**config.mk**
```make
export PLATFORM = sky130hd
export DESIGN_NAME = rx_store_buf_dispatch
export DESIGN_NICKNAME = d
export VERILOG_FILES = /design/src/rtl/tcp_pkg.sv /design/src/rtl/rx_store_buf_rr_pick.sv /design/src/rtl/rx_store_buf_dispatch.sv
export SDC_FILE = /design/constraint.sdc
export NUM_CORES = 1
export LEC_CHECK = 0
export ABC_AREA = 1
export CAP_MARGIN = 20
export CORE_MARGIN = 1
export CORE_UTILIZATION = 50
export CTS_CLUSTER_SIZE = 10
export DETAILED_ROUTE_END_ITERATION = 8
export GPL_TIMING_DRIVEN = 0
export PLACE_DENSITY = 0.82
export SLEW_MARGIN = 20
export SYNTH_ARGS = -nofsm -noshare
export SYNTH_HDL_FRONTEND = slang
export SYNTH_SLANG_ARGS = --single-unit
```
**constraint.sdc**
```tcl
create_clock -name clk -period 2.6 [get_ports clk]
set_clock_uncertainty 0.15 [all_clocks]
set_input_delay 0.39 -clock clk [delete_from_list [all_inputs] [get_ports clk]]
set_output_delay 0.39 -clock clk [all_outputs]
set_load 0.005 [all_outputs]
```
**src/rtl/tcp_pkg.sv**
```systemverilog
// Shared TCP receive-path types: RX store-buffer queue entry and copier-array sizing.
package tcp_pkg;

    localparam int FLOWID_W            = 16;
    localparam int RX_STORE_BUF_NUM_CP = 2;

    typedef struct packed {
        logic [FLOWID_W-1:0] flowid;
        logic [31:0]         buf_addr;
        logic [15:0]         len;
    } rx_store_buf_q_struct;

    // Index width that stays at least one bit even for a single copier.
    function automatic int cp_idx_w(input int n);
        return (n > 1) ? $clog2(n) : 1;
    endfunction

endpackage

```
**src/rtl/rx_store_buf_rr_pick.sv**
```systemverilog
// Round-robin picker: first eligible copier scanning upward from rr_ptr, modulo NUM_CP.
// Latency: combinational, zero cycles.
// Backpressure: none; any_grant low when no copier is eligible.
module rx_store_buf_rr_pick
    import tcp_pkg::*;
#(
    parameter int NUM_CP   = RX_STORE_BUF_NUM_CP,
    parameter int CP_IDX_W = cp_idx_w(NUM_CP)
) (
    input  logic [NUM_CP-1:0]   eligible,
    input  logic [CP_IDX_W-1:0] rr_ptr,
    output logic [CP_IDX_W-1:0] grant_idx,
    output logic                any_grant
);

    logic [CP_IDX_W-1:0] idx;

    always_comb begin
        grant_idx = '0;
        any_grant = 1'b0;
        idx       = '0;
        for (int k = 0; k < NUM_CP; k++) begin
            idx = CP_IDX_W'((int'(rr_ptr) + k) % NUM_CP);
            if (!any_grant && eligible[idx]) begin
                grant_idx = idx;
                any_grant = 1'b1;
            end
        end
    end

endmodule

```
**src/rtl/rx_store_buf_dispatch.sv**
```systemverilog
// Pops the shared RX store-buffer queue and offers each entry to one free copier, round-robin, flow-ordered.
// Latency: head popped at t, offered at t+2; back-to-back one dispatch per 2 cycles.
// Backpressure: holds the entry in OFFER until the target copier pops; no queue pop meanwhile.
module rx_store_buf_dispatch
    import tcp_pkg::*;
#(
    parameter int NUM_CP   = RX_STORE_BUF_NUM_CP,
    parameter int CP_IDX_W = cp_idx_w(NUM_CP),
    parameter int CNT_W    = 32
) (
    input  logic                 clk,
    input  logic                 rst_n,
    output logic                 read_store_buf_q_req_val,
    input  rx_store_buf_q_struct read_store_buf_q_req_data,
    input  logic                 read_store_buf_q_empty,
    input  logic [NUM_CP-1:0]    cp_q_req_val,
    output rx_store_buf_q_struct cp_q_req_data,
    output logic [NUM_CP-1:0]    cp_q_empty,
    input  logic [NUM_CP-1:0]    cp_done,
    output logic [CNT_W-1:0]     dispatch_cnt,
    output logic [CNT_W-1:0]     flow_stall_cnt
);

    typedef enum logic [1:0] {
        ST_IDLE,
        ST_WAIT,
        ST_OFFER
    } state_t;

    state_t               state;
    rx_store_buf_q_struct ent;
    logic [NUM_CP-1:0]    busy;
    logic [FLOWID_W-1:0]  cp_flowid [NUM_CP];
    logic [CP_IDX_W-1:0]  tgt;
    logic [CP_IDX_W-1:0]  rr_ptr;
    logic [CP_IDX_W-1:0]  rr_next;

    logic                 conflict;
    logic [NUM_CP-1:0]    eligible;
    logic [CP_IDX_W-1:0]  grant_idx;
    logic                 any_grant;
    logic [NUM_CP-1:0]    grant_oh;
    logic                 handshake;
    logic                 pop;

    // A flow already being committed by any copier blocks every copier.
    always_comb begin
        conflict = 1'b0;
        for (int i = 0; i < NUM_CP; i++) begin
            if (busy[i] && (cp_flowid[i] == ent.flowid)) begin
                conflict = 1'b1;
            end
        end
    end

    assign eligible = conflict ? '0 : ~busy;

    rx_store_buf_rr_pick #(
        .NUM_CP   (NUM_CP),
        .CP_IDX_W (CP_IDX_W)
    ) u_rr_pick (
        .eligible  (eligible),
        .rr_ptr    (rr_ptr),
        .grant_idx (grant_idx),
        .any_grant (any_grant)
    );

    always_comb begin
        grant_oh            = '0;
        grant_oh[grant_idx] = 1'b1;
    end

    assign rr_next   = (tgt == CP_IDX_W'(NUM_CP - 1)) ? '0 : tgt + 1'b1;
    assign handshake = (state == ST_OFFER) && cp_q_req_val[tgt];
    assign pop       = rst_n && !read_store_buf_q_empty && ((state == ST_IDLE) || handshake);

    assign read_store_buf_q_req_val = pop;
    assign cp_q_req_data            = ent;

    always_ff @(posedge clk or negedge rst_n) begin
        if (!rst_n) begin
            state          <= ST_IDLE;
            ent            <= '0;
            busy           <= '0;
            tgt            <= '0;
            rr_ptr         <= '0;
            cp_q_empty     <= '1;
            dispatch_cnt   <= '0;
            flow_stall_cnt <= '0;
            for (int i = 0; i < NUM_CP; i++) begin
                cp_flowid[i] <= '0;
            end
        end else begin
            for (int i = 0; i < NUM_CP; i++) begin
                if (cp_done[i]) begin
                    busy[i] <= 1'b0;
                end
            end
            case (state)
                ST_IDLE: begin
                    if (pop) begin
                        ent   <= read_store_buf_q_req_data;
                        state <= ST_WAIT;
                    end
                end
                ST_WAIT: begin
                    if (conflict && !(&busy)) begin
                        flow_stall_cnt <= flow_stall_cnt + 1'b1;
                    end
                    if (any_grant) begin
                        tgt        <= grant_idx;
                        cp_q_empty <= ~grant_oh;
                        state      <= ST_OFFER;
                    end
                end
                ST_OFFER: begin
                    if (handshake) begin
                        busy[tgt]      <= 1'b1;
                        cp_flowid[tgt] <= ent.flowid;
                        rr_ptr         <= rr_next;
                        dispatch_cnt   <= dispatch_cnt + 1'b1;
                        cp_q_empty     <= '1;
                        if (pop) begin
                            ent   <= read_store_buf_q_req_data;
                            state <= ST_WAIT;
                        end else begin
                            state <= ST_IDLE;
                        end
                    end
                end
                default: state <= ST_IDLE;
            endcase
        end
    end

    // cp_q_empty is all-ones outside OFFER, so this also covers pops in other states.
    a_pop_only_offered: assert property (@(posedge clk) disable iff (!rst_n)
        (cp_q_req_val & cp_q_empty) == '0);
    a_done_only_busy: assert property (@(posedge clk) disable iff (!rst_n)
        (cp_done & ~busy) == '0);

endmodule
```
==> metrics.cfg <==
[grt]
grt_pass1_wl_um = 41400
antenna_found_initial = 0
grt_max_degree = 49
first_global_vias = 8270
grt_usage_pct = 29.8
overflow = 0

[clocking]
htree_num_levels = 4
cts.sinks = 168
root_buffer = clkbuf_16
cts_tree = yes
cts_buffers = 17
cts.path.max_buffers = 2
clkLatencyLatePin_ns = 0.43
path_clk_slew_ns = 0.06

[place]
dpl_worst_slack_ns = -0.912
place_area_um2 = 11000
gp_congestion = 0.929
dp_hpwl_um = 18300
io_buffers = 201

[synthesis]
seq_area_frac_synth_pct = 48.5
netlist_area_um2 = 8670
yosysUniqueCellTypes = 36
synth_top_area_share_pct = 47.9
yosysTopAreaCell = dfrtp_1
synthCells = 1156
avgSynthCellArea_um2 = 7.50
synth_seq_cells = 168
synth_nets = 1229
synth.area.top_cells = dfrtp_1, nand2_1, nand4_1
ys.warnings.count = 0

[drt]
vias = 8468
firstDrtPassIters = 5
routedWlPerCell_um = 15.7
via_per_inst = 5.22
drtIter0Drc = 820
ant_nets = 0
drcViolationCount = 0
routed_wl_um = 25500

[floorplan]
die-area_um2 = 17900
rows = 47
start_util_pct = 51.7
io_pins = 202
die-width_um = 134
core_area_um2 = 16800
dieHeight_um = 134

[critical_path]
worst-path-max-fanout = 5
end_kind = output pin
reg2reg_slack_ns = 0.31
cp.arrival_ns = 1.87
critPathLaunch = cp_q_req_val[1]
crit_type = input port to output pin
reg2reg_to = flow_stall_cnt[26]
required_ns = 2.06
crit_end = read_store_buf_q_req_val
r2r-start = flow_stall_cnt[0]
reg2regPathDepth = 9
critPathLaunchType = input port

[job]
maxCapViolCount = 0

[cells_and_area]
final_common_cell = nand2_1
fin_nets = 1461
area_growth_pct = 36.2
antenna_cells = 0
fill_cells = 1383
layout_common_cells = nand2_1, clkdlybuf4s50_1, dfrtp_1
regArea_um2 = 4210
multi_input_area_um2 = 3910
stdcell_area_um2 = 11800
drive_above_1_share_pct = 6.57

[sta]
rsz0062_at_grt = false
fin_crit_sh_pct = 92.6
worstMarginPinSlew_ns = 0.640
setup_ws_ns = 0.194
min_period_ns = 2.41
relSlewSlack_pct = 57.4
drv_slew = 0
fmax_ghz = 0.416
setup_viol = 0
finalHoldViolCount = 0

[pwr]
finalPower_uw = 9620
ir_drop_uv = 544
pwr_density_cell_nw_per_um2 = 815
p_leak_uw = 0.00556

[hold_path]
hp-start = cp_q_empty[1]
whs_path_depth = 2
hp-class = flip-flop to flip-flop

[status]
status = finished clean

## worst max-delay path: stages
cell             delay, ns
clkdlybuf4s50_1       0.49
nand2_2               0.12
nand3_1               0.14
nand2_2               0.13
inv_6                 0.09
clkdlybuf4s50_1       0.50
## final cells by class
cell class	instances	share of cell area, %
buffer	32	1.28
clock buffer	20	3.95
clock inverter	12	0.795
inverter	105	3.38
multi-input combinational	850	33.1
sequential	168	35.6
tap	220	2.33
timing repair buffer	214	19.5
## state kept, by name (all words and copies together) (netlist names)
| name | count |
|---|---|
| cp_q_req_data | 64 |
| busy | 2 |
| dispatch_cnt | 32 |
| flow_stall_cnt | 32 |
| rr_ptr | 1 |
| state | 2 |
| cp_flowid | 32 |
| cp_q_empty | 2 |
| tgt | 1 |
## routing by layer
layer	GRT usage (%)	part of all wire, %	routed length, um
met5	0	0	0
met4	8.52	1.5	393
met2	49.1	48	12300
met1	38.3	43	11000
met3	8.56	7.0	1790
## synthesized netlist by cell type, drive strengths merged
cell / number
nand2: 508
dfrtp: 166
inv: 103
nor2: 90
o21ai: 59
nand4: 58
nand3: 37
xor2: 33
nor3: 31
clkbuf: 23
xnor2: 19
buf: 10
nand3b: 5
a21oi: 3
clkinv: 2
dfstp: 2
ha: 2
nor4: 2
and2: 1
nor3b: 1
o22ai: 1
## how the worst min path moves through the flow
stage / end / slack (ns)
floorplan: busy[0] / -0.06
detailed placement: cp_q_empty[1] / 0.31
global placement: cp_q_empty[1] / 0.31
CTS: cp_q_empty[1] / 0.32
finish: cp_q_empty[1] / 0.32
global route: cp_q_empty[1] / 0.34
## metrics by stage
step | setup TNS, ns | cells | hold slack [ns] | utilization (%)
2_1_floorplan | 0 | 1156 | -0.0556 | -
3_3_place_gp | -1353.85 | 1577 | 0.306 | 65.4
3_5_place_dp | -14.59 | 1578 | 0.311 | 65.5
4_1_cts | 0 | 1621 | 0.323 | 70.4
5_1_grt | 0 | 1621 | 0.335 | 70.4
6_report | 0 | 1621 | 0.318 | 70.4
## cell families after synthesis
group | share of synthesized area (%)
adder cells (fa/ha/maj) | 0.289
XOR/XNOR | 5.26
AO/OA/AOI/OAI | 3.83
AND/OR/NAND/NOR | 35.7
buffers and inverters | 6.34
flip-flops | 48.5
## where the power goes
group | total (uW) | switching, uW | leakage [uW] | internal (uW)
sequential | 3910 | 605 | 0.00216 | 3310
combinational | 3270 | 1730 | 0.00313 | 1540
clock | 2440 | 1120 | 0.000275 | 1310
total | 9620 | 3460 | 0.00556 | 6160
## timing repair
item                       CTS  global route
cloned                       2             0
pin swaps                    0             0
resized for setup            4             1
setup buffers                1             0
setup endpoints to repair    1             1
hold buffers                 9             0
hold endpoints to repair   129             0
(Power assumes the default switching activity.)
